$ cat src/rtl/ps2_key_ctrl_if.sv
// Bus bundle for ps2_key_ctrl: receiver byte strobe in, event stream out,
// plus status. The master side is the receiver/consumer environment and the
// slave side is the controller.
interface ps2_key_ctrl_if #(
  parameter int DEPTH = 8
);
  localparam int CW = $clog2(DEPTH) + 1;

  logic          rx_valid;
  logic [7:0]    rx_data;
  logic          ev_valid;
  logic          ev_ready;
  logic [9:0]    ev_data;
  logic [CW-1:0] fifo_cnt;
  logic          key_down;
  logic [7:0]    push_cnt;
  logic          ovf;
  logic          clr_ovf;
  logic          err;
  logic [1:0]    state;

  modport master (
    output rx_valid, rx_data, ev_ready, clr_ovf,
    input  ev_valid, ev_data, fifo_cnt, key_down, push_cnt, ovf, err, state
  );

  modport slave (
    input  rx_valid, rx_data, ev_ready, clr_ovf,
    output ev_valid, ev_data, fifo_cnt, key_down, push_cnt, ovf, err, state
  );
endinterface

$ cat src/rtl/ps2_key_ctrl.sv
// PS/2 scan-code decoder with event FIFO.
// Folds E0 (extended) and F0 (break) prefixes into a 10-bit event
// {brk, ext, code}, queues events, tracks the last held key and counts makes.
// Optional feature macro: PS2_KEY_CTRL_TYPEMATIC_FILTER_EN drops typematic
// repeats (make of the currently held key) before they reach the FIFO.
module ps2_key_ctrl #(
  parameter int DEPTH = 8
) (
  input logic           clk,
  input logic           resetn,
  ps2_key_ctrl_if.slave bus
);
  localparam int AW = $clog2(DEPTH);
  localparam int CW = AW + 1;

  typedef enum logic [1:0] {
    IDLE    = 2'd0,
    EXT     = 2'd1,
    BRK     = 2'd2,
    EXT_BRK = 2'd3
  } st_t;

  st_t           st_q, st_d;
  logic          emit, err_byte;
  logic [9:0]    ev_in;
  logic          make, typ, push_req, pop, full, push_ok, drop;
  logic [9:0]    mem [DEPTH];
  logic [AW-1:0] wr_ptr, rd_ptr;
  logic [CW-1:0] cnt_q;
  logic [8:0]    last_key_q;
  logic          key_down_q, ovf_q, err_q;
  logic [7:0]    push_cnt_q;

  // Decoder state register; reset drops any half-received prefix.
  always_ff @(posedge clk or negedge resetn) begin
    if (!resetn) st_q <= IDLE;
    else         st_q <= st_d;
  end

  // Decoder next state and event emit; prefixes accumulate as state bits.
  always_comb begin
    st_d     = st_q;
    emit     = 1'b0;
    err_byte = 1'b0;
    if (bus.rx_valid) begin
      if (bus.rx_data == 8'h00 || bus.rx_data == 8'hFF) begin
        err_byte = 1'b1;
        st_d     = IDLE;
      end else if (bus.rx_data == 8'hE0) begin
        st_d = (st_q == BRK || st_q == EXT_BRK) ? EXT_BRK : EXT;
      end else if (bus.rx_data == 8'hF0) begin
        st_d = (st_q == EXT || st_q == EXT_BRK) ? EXT_BRK : BRK;
      end else begin
        emit = 1'b1;
        st_d = IDLE;
      end
    end
  end

  // State encoding doubles as the {brk, ext} event flags.
  assign ev_in = {st_q[1], st_q[0], bus.rx_data};
  assign make  = emit && !st_q[1];

`ifdef PS2_KEY_CTRL_TYPEMATIC_FILTER_EN
  assign typ = make && key_down_q && (ev_in[8:0] == last_key_q);
`else
  assign typ = 1'b0;
`endif

  assign push_req = emit && !typ;
  assign pop      = (cnt_q != '0) && bus.ev_ready;
  assign full     = (cnt_q == CW'(DEPTH));
  // A full FIFO still takes the push when the head leaves this same cycle.
  assign push_ok  = push_req && (!full || pop);
  assign drop     = push_req && full && !pop;

  // Event storage; contents need no reset since reads are gated by count.
  always_ff @(posedge clk) begin
    if (push_ok) mem[wr_ptr] <= ev_in;
  end

  // FIFO pointers and occupancy; pointers wrap naturally at DEPTH.
  always_ff @(posedge clk or negedge resetn) begin
    if (!resetn) begin
      wr_ptr <= '0;
      rd_ptr <= '0;
      cnt_q  <= '0;
    end else begin
      if (push_ok) wr_ptr <= wr_ptr + AW'(1);
      if (pop)     rd_ptr <= rd_ptr + AW'(1);
      if (push_ok && !pop)      cnt_q <= cnt_q + CW'(1);
      else if (!push_ok && pop) cnt_q <= cnt_q - CW'(1);
    end
  end

  // Key tracking, make counter, sticky overflow and error pulse.
  always_ff @(posedge clk or negedge resetn) begin
    if (!resetn) begin
      last_key_q <= '0;
      key_down_q <= 1'b0;
      push_cnt_q <= '0;
      ovf_q      <= 1'b0;
      err_q      <= 1'b0;
    end else begin
      err_q <= err_byte;
      if (make) begin
        last_key_q <= ev_in[8:0];
        key_down_q <= 1'b1;
      end else if (emit && ev_in[8:0] == last_key_q) begin
        key_down_q <= 1'b0;
      end
      if (push_ok && make) push_cnt_q <= push_cnt_q + 8'd1;
      // Overflow wins over a same-cycle clear so no drop goes unreported.
      if (drop)             ovf_q <= 1'b1;
      else if (bus.clr_ovf) ovf_q <= 1'b0;
    end
  end

  assign bus.ev_valid = (cnt_q != '0);
  assign bus.ev_data  = bus.ev_valid ? mem[rd_ptr] : '0;
  assign bus.fifo_cnt = cnt_q;
  assign bus.key_down = key_down_q;
  assign bus.push_cnt = push_cnt_q;
  assign bus.ovf      = ovf_q;
  assign bus.err      = err_q;
  assign bus.state    = st_q;
endmodule

$ cat src/flat_wrapper.sv
// flat-port wrapper written by rule: the top's interface ports become plain ports
module ps2_key_ctrl_flat 
#(
  parameter int DEPTH = 8
)
  (clk, resetn, bus_rx_valid, bus_rx_data, bus_ev_ready, bus_clr_ovf, bus_ev_valid, bus_ev_data, bus_fifo_cnt, bus_key_down, bus_push_cnt, bus_ovf, bus_err, bus_state);
  ps2_key_ctrl_if #(.DEPTH(DEPTH)) bus_i ();
  input logic clk;
  input logic resetn;
  input wire logic [$bits(bus_i.rx_valid)-1:0] bus_rx_valid;
  input wire logic [$bits(bus_i.rx_data)-1:0] bus_rx_data;
  input wire logic [$bits(bus_i.ev_ready)-1:0] bus_ev_ready;
  input wire logic [$bits(bus_i.clr_ovf)-1:0] bus_clr_ovf;
  output wire logic [$bits(bus_i.ev_valid)-1:0] bus_ev_valid;
  output wire logic [$bits(bus_i.ev_data)-1:0] bus_ev_data;
  output wire logic [$bits(bus_i.fifo_cnt)-1:0] bus_fifo_cnt;
  output wire logic [$bits(bus_i.key_down)-1:0] bus_key_down;
  output wire logic [$bits(bus_i.push_cnt)-1:0] bus_push_cnt;
  output wire logic [$bits(bus_i.ovf)-1:0] bus_ovf;
  output wire logic [$bits(bus_i.err)-1:0] bus_err;
  output wire logic [$bits(bus_i.state)-1:0] bus_state;
  assign bus_i.rx_valid = bus_rx_valid;
  assign bus_i.rx_data = bus_rx_data;
  assign bus_i.ev_ready = bus_ev_ready;
  assign bus_i.clr_ovf = bus_clr_ovf;
  assign bus_ev_valid = bus_i.ev_valid;
  assign bus_ev_data = bus_i.ev_data;
  assign bus_fifo_cnt = bus_i.fifo_cnt;
  assign bus_key_down = bus_i.key_down;
  assign bus_push_cnt = bus_i.push_cnt;
  assign bus_ovf = bus_i.ovf;
  assign bus_err = bus_i.err;
  assign bus_state = bus_i.state;
  ps2_key_ctrl #(.DEPTH(DEPTH)) u_core (.clk(clk), .resetn(resetn), .bus(bus_i));
endmodule
$ cat config.mk
export PLATFORM = sky130hd
export DESIGN_NAME = ps2_key_ctrl_flat
export DESIGN_NICKNAME = d
export VERILOG_FILES = /design/src/rtl/ps2_key_ctrl_if.sv /design/src/rtl/ps2_key_ctrl.sv /design/src/flat_wrapper.sv
export SDC_FILE = /design/constraint.sdc
export NUM_CORES = 1
export LEC_CHECK = 0
export BUFFER_PORTS_ARGS = -buffer_cell sky130_fd_sc_hd__buf_2
export CORE_MARGIN = 2
export CORE_UTILIZATION = 53
export CTS_CLUSTER_SIZE = 14
export DETAILED_ROUTE_END_ITERATION = 12
export PLACE_DENSITY_LB_ADDON = 0.3
export SKIP_CTS_REPAIR_TIMING = 1
export SYNTH_ARGS = -nofsm -noshare
export SYNTH_HDL_FRONTEND = slang
export SYNTH_SLANG_ARGS = --single-unit
export TNS_END_PERCENT = 5
$ cat constraint.sdc
create_clock -name clk -period 2.53 [get_ports clk]
set_input_delay 0.506 -clock clk [delete_from_list [all_inputs] [get_ports clk]]
set_output_delay 0.506 -clock clk [all_outputs]
set_load 0.05 [all_outputs]
======== Yosys cells after proc, flatten, opt, wreduce, memory -nomap -nowiden ========
Memory sizes are Yosys's and may differ from the RTL's.
Index checks and enable logic that the tools add are counted.
cells by class
  add/sub/neg operators ................... 5
  equal/unequal tests ..................... 8
  mux-type cells .......................... 20
  reductions and logical operators ........ 22
operators by type and width
  cell                   count
  $eq A8 B8 Y1 const B   3
  $mux W1                13
  $mux W10               1
  $eq A9 B9 Y1           1
  $logic_and A1 B1 Y1    9
  $add A8 B1 Y8 const B  1
  $logic_not A8 Y1       1
  $mux W2                4
  $mux W4                2
  $add A3 B1 Y3 const B  2
  $reduce_bool A2 Y1     3
  $add A4 B1 Y4 const B  1
  $eq A2 B2 Y1 const B   2
  $eq A4 B4 Y1 const B   1
  $logic_not A1 Y1       4
  $logic_or A1 B1 Y1     4
  $reduce_bool A4 Y1     1
  $sub A4 B1 Y4 const B  1
  $eq A2 B1 Y1 const B   1
word-level totals
  register bits after elaboration ......... 32
  RAM bits ................................ 80
  input bits .............................. 13
  output and inout bits ................... 28
  logic and storage cells ................. 65
  memories kept ........................... 1
memories
  memory      depth  width  read ports  clocked after Yosys merged registers in  wr ports  line                text
  u_core.mem  8      10     1           0                                        1         ps2_key_ctrl.sv:27  logic [9:0] mem [DEPTH];

======== Logic depth before layout (Yosys ltp) ========
Gate-level depths: netlist of run 1.
  depth in word-level cells ............... 10
  gate-level depth with buffers ........... 12
  gate-level depth less buffers ........... 11

======== Least setup slack after synthesis of run 1 ========
Ideal clock, no wire load.
  kind .................................... reg-to-reg
  start ................................... register u_core.cnt_q[0], in the netlist u_core.bus.fifo_cnt[0]
  end ..................................... memory u_core.mem[0][0], enable pin
  library setup time ...................... 0.407 ns
  arrival time ............................ 2.502 ns
  required time ........................... 2.123 ns
  slack ................................... -0.379 ns
  cell stages (with the launch flop) ...... 5
  path buffers ............................ 1
  clock period less this slack ............ 2.909 ns
  cells stage by stage .................... dfrtp_1 o41ai_1 a21oi_2 buf_2 nor4b_1
between the ends
  cells in the longest elaborated chain, start to end .. 6
  elaborated cells between the ends (all ways) .. 8
  classes of those cells .................. eq/ne: 1; mux: 2; reduce/logical: 5
RTL lines
  what                                                     line                                    text
  start, declared                                          ps2_key_ctrl.sv:29                      logic [CW-1:0] cnt_q;
  start signal, assigned                                   ps2_key_ctrl.sv:91                      if (push_ok && !pop) cnt_q <= cnt_q + CW'(1);
  start signal, assigned                                   ps2_key_ctrl.sv:92                      else if (!push_ok && pop) cnt_q <= cnt_q - CW'(1);
  $eq A4 B4 Y1 or $reduce_bool A4 Y1 (tied branches)       ps2_key_ctrl.sv:72, ps2_key_ctrl.sv:71
  $logic_not A1 Y1 or $logic_and A1 B1 Y1 (tied branches)  ps2_key_ctrl.sv:74, ps2_key_ctrl.sv:71
  $logic_or A1 B1 Y1 *                                     ps2_key_ctrl.sv:74                      assign push_ok = push_req && (!full || pop);
  $logic_and A1 B1 Y1 *                                    ps2_key_ctrl.sv:74
  via u_core.push_ok                                       ps2_key_ctrl.sv:26                      logic make, typ, push_req, pop, full, push_ok, drop;
  $mux W1 *                                                ps2_key_ctrl.sv:79                      if (push_ok) mem[wr_ptr] <= ev_in;
  $mux W1 (implied by the code) *                          ps2_key_ctrl.sv:79
  end, declared                                            ps2_key_ctrl.sv:27
The timed path passes the listed nets; every way through them passes the cells marked *.

======== Final worst setup path of run 1 ========
  start ................................... register u_core.rd_ptr[0]
  end ..................................... output bus_ev_data[0]
between the ends
  cells in the longest elaborated chain, start to end .. 2
RTL lines
  what                    line                 text
  start, declared         ps2_key_ctrl.sv:28   logic [AW-1:0] wr_ptr, rd_ptr;
  start signal, assigned  ps2_key_ctrl.sv:90   if (pop) rd_ptr <= rd_ptr + AW'(1);
  $mem_v2 Z8 W10          n/a
  $mux W10                ps2_key_ctrl.sv:120  assign bus.ev_data = bus.ev_valid ? mem[rd_ptr] : '0;
  end, declared           flat_wrapper.sv:15   output wire logic [$bits(bus_i.ev_data)-1:0] bus_ev_data;
No other way between the ends.

==> metrics.cfg, run 1 <==
[clock_tree]
clkLatencyLatePin_ns = 0.36
clockRootBuffer = clkbuf_8
numCtsBuffers = 9
clkTransAtPathRegs_ns = 0.11
clock-sinks = 112
clockBufferDepth = 2
htree_levels = 3
cts_tree = built

[drt]
drt_iter0_markers = 97
firstDrtPassIters = 4
wire_per_inst_um = 19.74
wirelength_mm = 9.297
ant_nets = 0
route.detailed.drc = 0
vias_per_cell = 5.609
via_count = 2642

[timing]
finalSetupViolations = 0
relSlewSlack = 0.3376
max_freq_mhz = 404.4
period_minus_slack_ns = 2.473
skew_ns = 0.01421
rsz0062_at_grt = yes
finalHoldViolCount = 0
finalCritPeriodShare = 0.9774
finalMaxSlewViolations = 0
setup_tns_ns = 0
tightestPinTransition_ns = 0.9899

[critical_path]
cp-end-kind = output port
cp_slowest_cell = mux4_2
crit_arrival_ns = 1.97
r2r_end = u_core.bus.fifo_cnt[3]$_DFFE_PN0P_
path_cells = buf_12 > mux4_2 > mux2i_2 > nor2_1 > buf_2
worst-r2r-setup-slack_ns = 0.15
crit_buf_inv = 2
cp_max_fo = 6
r2r-start = u_core.bus.fifo_cnt[0]$_DFFE_PN0P_
start_kind = register
crit_required_ns = 2.02
cpLargestDelayFamily = multiplexers
worstSetupPathType = reg2out
r2r_cells = 11
slowest_delay_ns = 0.52

[run]
drv_cap = 0

[synthesis]
yosys.area_share.simple = 0.06617
yosysWarnings = 0
synth_compound_area_frac = 0.02356
synth.distinct_cells = 40
synth_xor_area_frac = 0.04447
synth_nets = 291
seq_area_frac_synth = 0.6776
synthMuxAreaShare = 0.1554
synth_adder_area_share = 0.02012
synth_area_sq_um = 4727
avgSynthCellArea_sq_um = 17.44
synth_cells = 271
synth_top_family_by_area = multiplexers
synth-seq-cells = 112

[cells_and_area]
fin_nets = 378
mostFrequentLayoutCells = edfxtp_1, buf_4, buf_2
antennaDiodeCount = 0
final_common_cell = edfxtp_1
finish.utilization = 0.6547
area_growth_pct = 20.20
drive_gt1_frac = 0.4050

[floorplan]
dieArea_sq_um = 9690
die_y_um = 98.44
core_area_sq_um = 8678
row_count = 34
start_util = 0.5447
io_pins = 41
die_w_um = 98.44

[placed_design]
gp_congestion = 0.8079
port_buffers = 40
dp_hpwl_mm = 6.243

[worst_hold_path]
hp-class = in2async

[global_routing]
grt_pass1_vias = 2743
overflow = 0
antenna_found_initial = 0
grt_max_degree = 33
grt_pass1_wl_mm = 14.86
groute.usage.overall = 0.2013

[power]
leakagePower_nw = 2.178
ir_drop_mv = 0.5692
p_total_mw = 6.759
cellPowerDensity_nw_per_um2 = 1190

[run_status]
status = completed

cell type report:
cell class,count,area (sq um)
Clock buffer,9,123.9
Multi-Input combinational cell,146,1506
Inverter,4,15.01
Timing Repair Buffer,85,594.3
Sequential cell,112,3204
Fill cell,626,2997
Clock inverter,7,102.6
Tap cell,108,135.1
flip-flops by register name, summed over array words and instances, names as in the netlist:
register	count
u_core.bus.ovf	1
u_core.bus.fifo_cnt	4
u_core.mem	80
u_core.bus.key_down	1
u_core.last_key_q	9
u_core.wr_ptr	3
u_core.bus.push_cnt	8
u_core.rd_ptr	3
u_core.bus.err	1
u_core.bus.state	2
Yosys cell counts (all sizes together):
library cell,instances,area (sq um)
nor4b,1,8.760
clkbuf,3,11.26
o22ai,1,6.260
edfxtp,80,2402
xnor2,18,157.7
nor4,4,25.02
nand3,4,20.02
a21boi,1,7.510
nor3,3,15.01
o41ai,1,8.760
nand2b,3,18.77
ha,6,75.07
mux2,13,183.9
mux4,20,450.4
nand3b,1,7.510
mux2i,10,100.1
o21a,1,7.510
or4,2,18.77
a21oi,4,27.53
nand2,12,45.04
fa,1,20.02
dfrtp,32,800.8
a21o,3,22.52
buf,6,33.78
inv,4,15.01
and2,2,15.02
o31ai,1,21.27
nand4,4,25.02
nor2b,3,18.77
nor2,14,52.55
nor4bb,2,20.02
xor2,6,52.55
o21ai,2,10.01
nor3b,3,22.52
layer usage:
layer  part of all wire  GRT usage
met1               0.45     0.2849
met2               0.50     0.3333
met3              0.038    0.03333
met4             0.0058    0.04953
met5                  0          0
report_power, final:
| group | internal, mW | total [mW] | switching (mW) |
|---|---|---|---|
| Clock | 0.574 | 1.19 | 0.616 |
| Combinational | 1.19 | 2.94 | 1.74 |
| Sequential | 2.33 | 2.63 | 0.304 |
| Total | 4.10 | 6.76 | 2.66 |
through the flow:
step | instance area [sq um] | cells | hold WS (ns) | setup slack [ns]
detailed placement | 5378 | 453 | 0.4769 | -0.1758
floorplan | 4733 | 271 | 0.2104 | -0.3469
CTS | 5604 | 469 | 0.2040 | -0.02196
finish | 5682 | 471 | 0.1847 | 0.05728
global route | 5682 | 471 | 0.2375 | -0.02311
global placement | 5378 | 453 | 0.4615 | -0.1330
worst max path at each step:
stage / endpoint / start / depth (start not counted) / slack, ns
2_1_floorplan: u_core.mem[4][0]$_DFFE_PP_ / u_core.bus.fifo_cnt[0]$_DFFE_PN0P_ / 4 / -0.35
3_3_place_gp: u_core.bus.fifo_cnt[3]$_DFFE_PN0P_ / bus_rx_data[0] / 12 / -0.13
3_5_place_dp: u_core.bus.fifo_cnt[3]$_DFFE_PN0P_ / bus_rx_data[0] / 12 / -0.18
4_1_cts: bus_ev_data[1] / u_core.rd_ptr[0]$_DFFE_PN0N_ / 5 / -0.02
5_1_grt: bus_ev_data[3] / u_core.rd_ptr[0]$_DFFE_PN0N_ / 5 / -0.02
6_report: bus_ev_data[0] / u_core.rd_ptr[0]$_DFFE_PN0N_ / 5 / 0.06
kinds of logic (layout without fill, tap and decap cells):
kind of cell,Yosys count,count (layout)
adders and majority gates,7,7
AOI/OAI and AO/OA,14,14
and+or+nand+nor,58,58
buffers and inverters,13,105
DFF,112,112
xor gates and xnor gates,24,24
muxes,43,43
Note: power is estimated with default switching activity, not from simulation.
==> run 2: changes to the inputs <==
--- a/config.mk
+++ b/config.mk
@@ -5,11 +5,11 @@
 export SDC_FILE = /design/constraint.sdc
 export NUM_CORES = 1
 export LEC_CHECK = 0
-export BUFFER_PORTS_ARGS = -buffer_cell sky130_fd_sc_hd__buf_2
 export CORE_MARGIN = 2
-export CORE_UTILIZATION = 53
+export CORE_UTILIZATION = 55
 export CTS_CLUSTER_SIZE = 14
 export DETAILED_ROUTE_END_ITERATION = 12
+export DONT_BUFFER_PORTS = 1
 export PLACE_DENSITY_LB_ADDON = 0.3
 export SKIP_CTS_REPAIR_TIMING = 1
 export SYNTH_ARGS = -nofsm -noshare
==> metrics.cfg, run 2 (synthesis results as in run 1) <==
[run_status]
status = completed

[cells_and_area]
drive_gt1_frac = 0.2902  ; -0.1147
regMostFlops = u_core.mem
multiInputGateArea_sq_um = 1505  ; about the same
largest_reg_flops = 80  ; unchanged
antennaDiodeCount = 0  ; unchanged
final_common_cell = edfxtp_1
area_growth_pct = 12.76
nFillCells = 610  ; -2.6%
fin_nets = 332  ; -12%
regArea_sq_um = 3203  ; about the same
instances_no_fill = 422  ; -10%
mostFrequentLayoutCells = edfxtp_1, buf_4, dfrtp_1

[drt]
wire_per_inst_um = 21.06  ; +6.7%
ant_nets = 0  ; unchanged
wirelength_mm = 8.889  ; -4.4%
via_count = 2456  ; -7.0%
vias_per_cell = 5.820  ; +3.8%
drt_iter0_markers = 161  ; +66%
firstDrtPassIters = 4  ; unchanged
route.detailed.drc = 0  ; unchanged

[global_routing]
groute.usage.overall = 0.2050  ; +0.003698
antenna_found_initial = 0  ; unchanged
grt_max_degree = 33  ; unchanged
grt_pass1_wl_mm = 14.47  ; -2.6%
grt_pass1_vias = 2628  ; -4.2%
overflow = 0  ; unchanged

[clock_tree]
clkLatencyLatePin_ns = 0.37  ; about the same
htree_levels = 3  ; unchanged
clock-sinks = 112  ; unchanged
clockBufferDepth = 2  ; unchanged
numCtsBuffers = 9  ; unchanged
clockRootBuffer = clkbuf_8
clkTransAtPathRegs_ns = 0.09  ; -0.02 ns
cts_tree = built

[power]
cellPowerDensity_nw_per_um2 = 1182  ; -0.67%
ir_drop_mv = 0.6217  ; +9.2%
p_sw_mw = 2.514  ; -5.6%
intPower_mw = 3.784  ; -7.6%
clock_power_share = 0.143  ; -0.033
combPwrFrac = 0.421  ; -0.014
pwr-share-seq = 0.436  ; +0.047
leakagePower_nw = 1.934  ; -11%
swShare = 0.3992  ; +0.005133
p_total_mw = 6.298  ; -6.8%

[critical_path]
worstSetupPathType = reg2out
path_cells = buf_4 > mux4_2 > mux2i_1 > nor2_1 > buf_4
cp-end-kind = output port
crit_buf_inv = 2  ; unchanged
crit_arrival_ns = 1.93  ; -0.04 ns
cpLargestDelayFamily = multiplexers
start_kind = register
crit_top_cell = buf_4
slowest_delay_ns = 0.54  ; +0.02 ns
cp_slowest_cell = mux4_2
cp_max_fo = 12  ; +6
crit_required_ns = 2.02  ; about the same

[placed_design]
gp_congestion = 0.7916  ; -2.0%
dp_slack_ns = -0.03888  ; +0.1369 ns
dp_hpwl_mm = 5.930  ; -5.0%
port_buffers = 0  ; -100%
dp.cells = 404  ; -11%

[floorplan]
core_area_sq_um = 8258  ; -4.8%
start_util = 0.5724  ; +0.02773
row_count = 33  ; -2.9%
die_w_um = 96.71  ; -1.8%
dieArea_sq_um = 9352  ; -3.5%
die_y_um = 96.71  ; -1.8%
io_pins = 41  ; unchanged

[timing]
finalHoldViolCount = 0  ; unchanged
fin_ws_ns = 0.08913  ; +0.03185 ns
finalMaxSlewViolations = 0  ; unchanged
max_freq_mhz = 409.7  ; +1.3%
rsz0062_at_grt = yes
finalSetupViolations = 0  ; unchanged
period_minus_slack_ns = 2.441  ; -0.03185 ns
skew_ns = 0.009012  ; -0.005198 ns
tightestPinTransition_ns = 1.014  ; +0.02365 ns
finalCritPeriodShare = 0.9648  ; -0.01259
relSlewSlack = 0.3218  ; -0.01583

[run]
drv_cap = 0  ; unchanged

[worst_hold_path]
hp-class = in2reg

[run 2: final cells by class]
class / instances / area share
well taps: 105 / 0.02465
repair buffers: 39 / 0.06009
flip-flops and latches: 112 / 0.6009
clock inverters: 5 / 0.004460
multi-input cells: 146 / 0.2824
clock buffers: 11 / 0.02465
inverters: 4 / 0.002817
[run 2: final timing paths]
kind,slack [ns],cells past startpoint,end,start
hold / removal,0.22,0,u_core.mem[4][0]$_DFFE_PP_,bus_rx_data[0]
setup reg to reg,0.20,11,u_core.bus.fifo_cnt[3]$_DFFE_PN0P_,u_core.bus.fifo_cnt[1]$_DFFE_PN0P_
min in group asynchronous,0.56,2,u_core.bus.push_cnt[1]$_DFFE_PN0P_,resetn
hold reg to reg,0.54,1,u_core.last_key_q[7]$_DFFE_PN0P_,u_core.last_key_q[7]$_DFFE_PN0P_
max in group asynchronous,1.79,2,u_core.rd_ptr[1]$_DFFE_PN0N_,resetn
setup / recovery,0.09,5,bus_ev_data[3],u_core.rd_ptr[0]$_DFFE_PN0N_
[run 2: routing by layer]
layer / GRT usage / share of wire
met5: 0 / 0
met2: 0.3291 / 0.50
met3: 0.04191 / 0.041
met4: 0.07584 / 0.020
met1: 0.2813 / 0.44
[run 2: per-stage QoR]
stage,setup TNS [ns],utilization,cell area (sq um),hold slack [ns]
final,0,0.6455,5330,0.2250
after global routing,-0.1201,0.6455,5330,0.2082
after CTS,0,0.6398,5284,-0.1985
after detailed placement,-0.03888,0.6211,5129,0.2114
after global placement,-0.02682,0.6211,5129,0.2114
after floorplan,-7.074,-,4733,0.2104
[run 2: power groups by stage]
stage                     Sequential, mW  Combinational [mW]  Clock (mW)
after global placement              2.76                2.63           0
after global routing                2.79                2.85       0.992
after detailed placement            2.78                2.67           0
final                               2.75                2.65       0.901
after floorplan                     2.84                1.79           0
after CTS                           2.74                2.68       0.916
[run 2: worst reg2reg max path: cells and delay by family (launching register included)]
family	cells	cell delay, ns
xor+xnor	2	0.27
buf+inv	2	0.25
flops	1	0.45
fa+ha+maj	2	0.44
simple gates	1	0.06
compound gates	4	0.75
